File: src/rtl/box_filter_scheduler.sv
// Round-robin shared moving-average filter: NUM_CH streams, each with its own
// FILTER_SIZE-deep history and running sum, producing one tagged average per accepted sample.
module box_filter_scheduler #(
  parameter int NUM_CH      = 4,
  parameter int FILTER_SIZE = 4,
  parameter int DATA_WIDTH  = 32,
  localparam int CH_W   = (NUM_CH > 1) ? $clog2(NUM_CH) : 1,
  localparam int PTR_W  = (FILTER_SIZE > 1) ? $clog2(FILTER_SIZE) : 1,
  localparam int LOG_FS = $clog2(FILTER_SIZE),
  localparam int SUM_W  = DATA_WIDTH + LOG_FS
) (
  input  logic                         clk,
  input  logic                         rst,
  input  logic [NUM_CH-1:0]            req_valid,
  input  logic [NUM_CH*DATA_WIDTH-1:0] req_data,
  output logic [NUM_CH-1:0]            req_ready,
  input  logic                         flush,
  output logic                         out_valid,
  output logic [CH_W-1:0]              out_ch,
  output logic [DATA_WIDTH-1:0]        out_data,
  input  logic                         out_ready
);

  logic [DATA_WIDTH-1:0] hist_q [NUM_CH][FILTER_SIZE];
  logic [SUM_W-1:0]      sum_q  [NUM_CH];
  logic [PTR_W-1:0]      ptr_q  [NUM_CH];
  logic [CH_W-1:0]       rr_q;
  logic                  out_valid_q;
  logic [CH_W-1:0]       out_ch_q;
  logic [DATA_WIDTH-1:0] out_data_q;

  logic                  grant_found;
  logic [CH_W-1:0]       grant_idx;
  logic                  accept;
  logic [DATA_WIDTH-1:0] sample_d;
  logic [DATA_WIDTH-1:0] oldest_d;
  logic [SUM_W-1:0]      sum_d;
  logic [CH_W-1:0]       rr_d;

  // First requesting channel at or after rr, wrapping around.
  always_comb begin
    int idx;
    grant_found = 1'b0;
    grant_idx   = '0;
    idx         = 0;
    for (int k = 0; k < NUM_CH; k++) begin
      idx = int'(rr_q) + k;
      if (idx >= NUM_CH) idx = idx - NUM_CH;
      if (!grant_found && req_valid[CH_W'(idx)]) begin
        grant_found = 1'b1;
        grant_idx   = CH_W'(idx);
      end
    end
  end

  always_comb begin
    accept    = (!out_valid_q || out_ready) && !flush && grant_found;
    req_ready = '0;
    if (accept) req_ready[grant_idx] = 1'b1;
    sample_d  = req_data[grant_idx*DATA_WIDTH +: DATA_WIDTH];
    oldest_d  = hist_q[grant_idx][ptr_q[grant_idx]];
    sum_d     = sum_q[grant_idx] - SUM_W'(oldest_d) + SUM_W'(sample_d);
    rr_d      = (grant_idx == CH_W'(NUM_CH - 1)) ? '0 : grant_idx + CH_W'(1);
  end

  always_ff @(posedge clk or posedge rst) begin
    if (rst) begin
      for (int c = 0; c < NUM_CH; c++) begin
        for (int p = 0; p < FILTER_SIZE; p++) hist_q[c][p] <= '0;
        sum_q[c] <= '0;
        ptr_q[c] <= '0;
      end
      rr_q        <= '0;
      out_valid_q <= 1'b0;
      out_ch_q    <= '0;
      out_data_q  <= '0;
    end else if (flush) begin
      for (int c = 0; c < NUM_CH; c++) begin
        for (int p = 0; p < FILTER_SIZE; p++) hist_q[c][p] <= '0;
        sum_q[c] <= '0;
        ptr_q[c] <= '0;
      end
      rr_q        <= '0;
      out_valid_q <= 1'b0;
    end else if (accept) begin
      hist_q[grant_idx][ptr_q[grant_idx]] <= sample_d;
      ptr_q[grant_idx] <= ptr_q[grant_idx] + PTR_W'(1);
      sum_q[grant_idx] <= sum_d;
      rr_q             <= rr_d;
      out_valid_q      <= 1'b1;
      out_ch_q         <= grant_idx;
      // Power-of-two window: the divide is the top DATA_WIDTH bits of the sum.
      out_data_q       <= sum_d[SUM_W-1 -: DATA_WIDTH];
    end else if (out_ready) begin
      out_valid_q <= 1'b0;
    end
  end

  assign out_valid = out_valid_q;
  assign out_ch    = out_ch_q;
  assign out_data  = out_data_q;

endmodule

File: config.mk
export PLATFORM = sky130hd
export DESIGN_NAME = box_filter_scheduler
export DESIGN_NICKNAME = d
export VERILOG_FILES = /design/src/rtl/box_filter_scheduler.sv
export SDC_FILE = /design/constraint.sdc
export NUM_CORES = 2
export LEC_CHECK = 0
export BUFFER_PORTS_ARGS = -buffer_cell sky130_fd_sc_hd__buf_2
export CORE_ASPECT_RATIO = 1.25
export CORE_UTILIZATION = 55
export CTS_BUF_LIST = sky130_fd_sc_hd__clkbuf_2
export CTS_CLUSTER_SIZE = 14
export DETAILED_ROUTE_END_ITERATION = 6
export PLACE_DENSITY = 0.78
export SYNTH_ARGS = -nofsm -noshare
export SYNTH_HDL_FRONTEND = slang
export SYNTH_SLANG_ARGS = --single-unit
File: constraint.sdc
create_clock -name clk -period 64.7 [get_ports clk]
set_input_delay 6.47 -clock clk [delete_from_list [all_inputs] [get_ports clk]]
set_output_delay 6.47 -clock clk [all_outputs]
set_load 0.02 [all_outputs]
==> results list <==
* Ys async rst share: 100%
- Initial detailed-routing violation count: 3490
* Routed vias/inst: 6.09
- Count of pins on the block boundary: between 150 and 200
- The number of setup buffers added after CTS is 0.
* Placed cell areas: ~36000 µm²
* Slowest cell on crit path: sky130_fd_sc_hd__inv_2
- Status: complete, no violations
* Number of enable-type register cells in the synthesized netlist: 0
- In the routed design, unresolved DRC markers number 0.
- Clock insertion delay at the later pin of the skew report: 1410 ps
- Critical path capture point type: output port
* Crit-path cells: buf_2, nand2b_1, a211oi_4, nor2_4, inv_8, ha_1, nand2_2, buf_4, inv_2, buf_2
- Number of instances resized during post-cts repair: 0
- Syn Inst Count: 4278
- For this configuration, the core starts out at a cell density of between 50% and 60%.
- HPWL after DPL: 56600 µm
* Critical Path Max Stage Delay: 420 ps
- For the worst setup path, the data required time is a little under 60000 ps.
* Wire length per cell after detailed routing: 19.5 µm
- Clock-pin slew was measured on the worst setup and hold paths at 110 ps.
- Final Power: roughly 0.0017 W
- IR analysis of the VDD net gives a maximum drop of 0.0000384 V.
- Summed over all layers, the routed wires come to 102000 µm.
- For this design the ratio of total power to cell area is between 40 and 50 nW/µm².
* Bufs and invs on worst path: 5
- Maximum number of pins on one net before global-route repair: 254
- Final estimated routing congestion in global placement: ~0.89
- In this run, synthesis produced a sequential element count of about 690.
- Synthesized Nets: 4488
- The number of max-slew violations in the final report was 0.
- Placement row count: slightly above 100
- Final worst path period need: between 15000 and 20000 ps
- The number of global-route vias before repair is 29800.
* CP max FO: between 60 and 70
- Global router's overall resource usage: 31.2%
* Pleak: 17.2 nW
- Clock sink count: slightly below 700
* Type of the worst setup path: in -> out
- Across all hold checks on the routed design, the worst slack comes to 480 ps.
- Number of buffers added by the clock tree synthesis step: 165
- In the final timing run, aggregate negative setup slack is 0 ps.
- Std-Cell Core Area: 63500 µm²
- During synthesis, Yosys emitted a total of 0 warnings.
- Antenna violations before repair: 3
* Number of distinct library cell variants in the gate-level netlist after synthesis: 73
- After global routing the overflow that remains totals 0.
- Slew of the pin with the lowest slew margin: approximately 1300 ps
* Final setup violation count: 0
* Share of cells above drive strength 1: 12.2%
- Die footprint: 65800 µm²
* RSZ-0062 raised after global routing: false
- Mapped Avg Cell Area: 8.32 µm²
- Crit path top cell by count: sky130_fd_sc_hd__buf_2
* Number of hold violations in the final report: 0
- Die Width: 230 µm
- The worst setup path is launched from an input port.
* Cell chosen for the clock root: sky130_fd_sc_hd__clkbuf_2
* Maximum level of the CTS H-tree: 4
* Largest buffer count on any clock path: 3
* Area overhead of the layout relative to synthesis: 6.21%
- Final design instance area without fill: 37800 µm²
- Among all flip-flop cells after synthesis, the most frequent one is sky130_fd_sc_hd__dfrtp_1.
* Share of synthesized area occupied by flip-flops and latches: 48.7%
- The cell family contributing the most delay on the critical path is buffers and inverters.
- The net count of the finished layout is between 4000 and 5000.
* Clock tree from TritonCTS: yes
- Area of the mapped netlist: 35600 µm²
- The count of nets left with antenna violations once routing finished came out at 0.
- On the final layout, the worst clock skew is 82.9 ps.
- The tool flagged a number of max-cap violations equal to 0.
- Based on the critical path, the design can be clocked at up to 64.8 MHz.
* Via total after detailed routing: 31900
* Wire length of the first global-routing pass: about 160000 µm
- The worst hold path belongs to the class reg -> reg.
- Measured along the y axis, the die boundary spans approximately 290 µm.
- Max transition margin: 14.8%
- Data arrival time of the critical path: 8950 ps
* Hold_buf cts: 0
* Pre-antenna DRT Iters: 6
- Buffers placed on the I/O ports in this run total roughly 170.
* Final clock period utilization by the worst path: 23.8%
## Yosys cell counts, drive strengths merged, types with 2 or more instances
| cell type | instances | area, µm² |
|---|---|---|
| a2111oi | 2 | 30.0 |
| a211o | 8 | 70.1 |
| a211oi | 10 | 108 |
| a21boi | 3 | 26.3 |
| a21o | 19 | 143 |
| a21oi | 80 | 404 |
| a221oi | 3 | 32.5 |
| a311oi | 88 | 771 |
| a31o | 2 | 17.5 |
| a31oi | 55 | 350 |
| and2 | 2 | 15.0 |
| and3 | 86 | 538 |
| and4 | 3 | 26.3 |
| buf | 189 | 881 |
| clkbuf | 208 | 781 |
| dfrtp | 693 | 17300 |
| fa | 32 | 641 |
| ha | 42 | 526 |
| inv | 80 | 303 |
| mux2 | 11 | 124 |
| mux2i | 5 | 62.6 |
| nand2 | 956 | 3590 |
| nand2b | 6 | 37.5 |
| nand3 | 895 | 4480 |
| nor2 | 26 | 121 |
| nor2b | 3 | 18.8 |
| nor3 | 29 | 160 |
| nor3b | 7 | 63.8 |
| nor4 | 2 | 12.5 |
| o2111ai | 2 | 23.8 |
| o211ai | 7 | 57.6 |
| o21a | 2 | 15.0 |
| o21ai | 658 | 3290 |
| o21bai | 6 | 45.0 |
| o311ai | 8 | 87.6 |
| o31ai | 8 | 60.1 |
| or2 | 7 | 43.8 |
| or3 | 2 | 12.5 |
| xnor2 | 12 | 105 |
| xor2 | 12 | 105 |
## worst reg2reg max path, stage by stage, from the launching register on
cell and delay, ps:
sky130_fd_sc_hd__dfrtp_1 560, sky130_fd_sc_hd__mux2i_1 280, sky130_fd_sc_hd__o2bb2ai_2 210, sky130_fd_sc_hd__nor2_8 70
sky130_fd_sc_hd__buf_12 250, sky130_fd_sc_hd__inv_8 660, sky130_fd_sc_hd__buf_12 520, sky130_fd_sc_hd__buf_4 680
sky130_fd_sc_hd__nand2_1 100, sky130_fd_sc_hd__and3_1 200, sky130_fd_sc_hd__a311oi_1 300, sky130_fd_sc_hd__a31oi_1 80
sky130_fd_sc_hd__a21oi_1 500, sky130_fd_sc_hd__fa_1 510, sky130_fd_sc_hd__inv_1 70, sky130_fd_sc_hd__ha_1 290
sky130_fd_sc_hd__nor2_1 90, sky130_fd_sc_hd__a21oi_1 240, sky130_fd_sc_hd__o2111ai_2 250, sky130_fd_sc_hd__a21boi_2 320
sky130_fd_sc_hd__o311ai_4 170, sky130_fd_sc_hd__a21oi_1 730, sky130_fd_sc_hd__o21bai_1 330, sky130_fd_sc_hd__o21ai_0 140
## layout by cell type, fill, tap and decap left out, types with 5 or more instances in the layout
master and count:
sky130_fd_sc_hd__o21bai_1 6, sky130_fd_sc_hd__inv_1 74, sky130_fd_sc_hd__buf_4 47, sky130_fd_sc_hd__o31ai_1 8, sky130_fd_sc_hd__nand2_2 21, sky130_fd_sc_hd__ha_1 42, sky130_fd_sc_hd__a21oi_1 79, sky130_fd_sc_hd__dfrtp_1 693
sky130_fd_sc_hd__clkinvlp_4 6, sky130_fd_sc_hd__fa_1 32, sky130_fd_sc_hd__o211ai_1 6, sky130_fd_sc_hd__a31oi_1 54, sky130_fd_sc_hd__a311oi_1 88, sky130_fd_sc_hd__nor3_1 26, sky130_fd_sc_hd__o311ai_0 6, sky130_fd_sc_hd__and3_1 86
sky130_fd_sc_hd__nand3_1 895, sky130_fd_sc_hd__xor2_1 12, sky130_fd_sc_hd__mux2_2 11, sky130_fd_sc_hd__a211oi_1 5, sky130_fd_sc_hd__clkbuf_2 226, sky130_fd_sc_hd__a211o_1 8, sky130_fd_sc_hd__clkinv_1 40, sky130_fd_sc_hd__inv_2 6
sky130_fd_sc_hd__o21ai_0 651, sky130_fd_sc_hd__clkinv_2 8, sky130_fd_sc_hd__xnor2_1 12, sky130_fd_sc_hd__nand2b_1 6, sky130_fd_sc_hd__buf_2 174, sky130_fd_sc_hd__a21o_1 19, sky130_fd_sc_hd__nor2_1 24, sky130_fd_sc_hd__nor3b_1 6
sky130_fd_sc_hd__o21ai_1 7, sky130_fd_sc_hd__nand2_1 935
## worst paths after layout
kind | start | endpoint | slack, ps | cells after the start
max in group asynchronous | rst | hist_q[298] | 55520 | 6
hold reg to reg | out_data[22] | out_data[22] | 480 | 2
setup / recovery | req_valid[3] | req_ready[1] | 49280 | 10
min in group asynchronous | rst | out_ch[0] | 5140 | 2
setup reg to reg | rr_q[1] | sum_q[62] | 56950 | 23
hold / removal | out_data[22] | out_data[22] | 480 | 2
## per-stage QoR
stage / instances / util [%] / worst slack (ps)
CTS: 5232 / 59.5 / 49310
finish: 5236 / 59.5 / 49280
global route: 5235 / 59.5 / 49150
floorplan: 4278 / - / 38800
global placement: 4946 / 57.3 / 49350
detailed placement: 4946 / 57.3 / 49310
## state kept, by name (all words and copies together), names as in the netlist
signal / cells
hist_q: 512
ptr_q: 8
out_valid: 1
out_ch: 2
rr_q: 2
sum_q: 136
out_data: 32
## power breakdown
group / total [W] / leakage, nW / switching (W) / internal (W)
clock: 0.000278 / 1.07 / 0.000179 / 0.0000994
sequential: 0.000523 / 9.53 / 0.0000304 / 0.000492
combinational: 0.000910 / 6.56 / 0.000646 / 0.000264
## layer usage
layer | track usage (%) | vias to the layer above | part of all wire, %
met2 | 48.9 | 1473 | 46
met4 | 11.9 | 0 | 3.0
li1 | - | 14900 | -
met1 | 43.6 | 15200 | 42
met3 | 5.30 | 222 | 8.4
met5 | 0 | - | 0
## cells by family (layout without fill, tap and decap cells)
group / count (synthesis) / in the layout / synth area share [%]
adders and majority gates: 74 / 74 / 3.28
and+or+nand+nor: 2025 / 2025 / 25.6
muxes: 16 / 16 / 0.524
AOI/OAI and AO/OA: 968 / 968 / 15.7
other: 0 / 4 / 0
DFF: 693 / 693 / 48.7
xor gates and xnor gates: 24 / 24 / 0.590
buffers and inverters: 478 / 592 / 5.53
## layout make-up
cell class / instances / area (µm²)
flip-flops and latches: 693 / 17300
inverters: 81 / 334
diodes: 4 / 10.0
clock buffers: 226 / 1130
well taps: 840 / 1050
fillers: 5861 / 25700
multi-input cells: 3107 / 16300
clock inverters: 60 / 294
repair buffers: 225 / 1300
No activity file was read; power rests on OpenSTA's default activity.
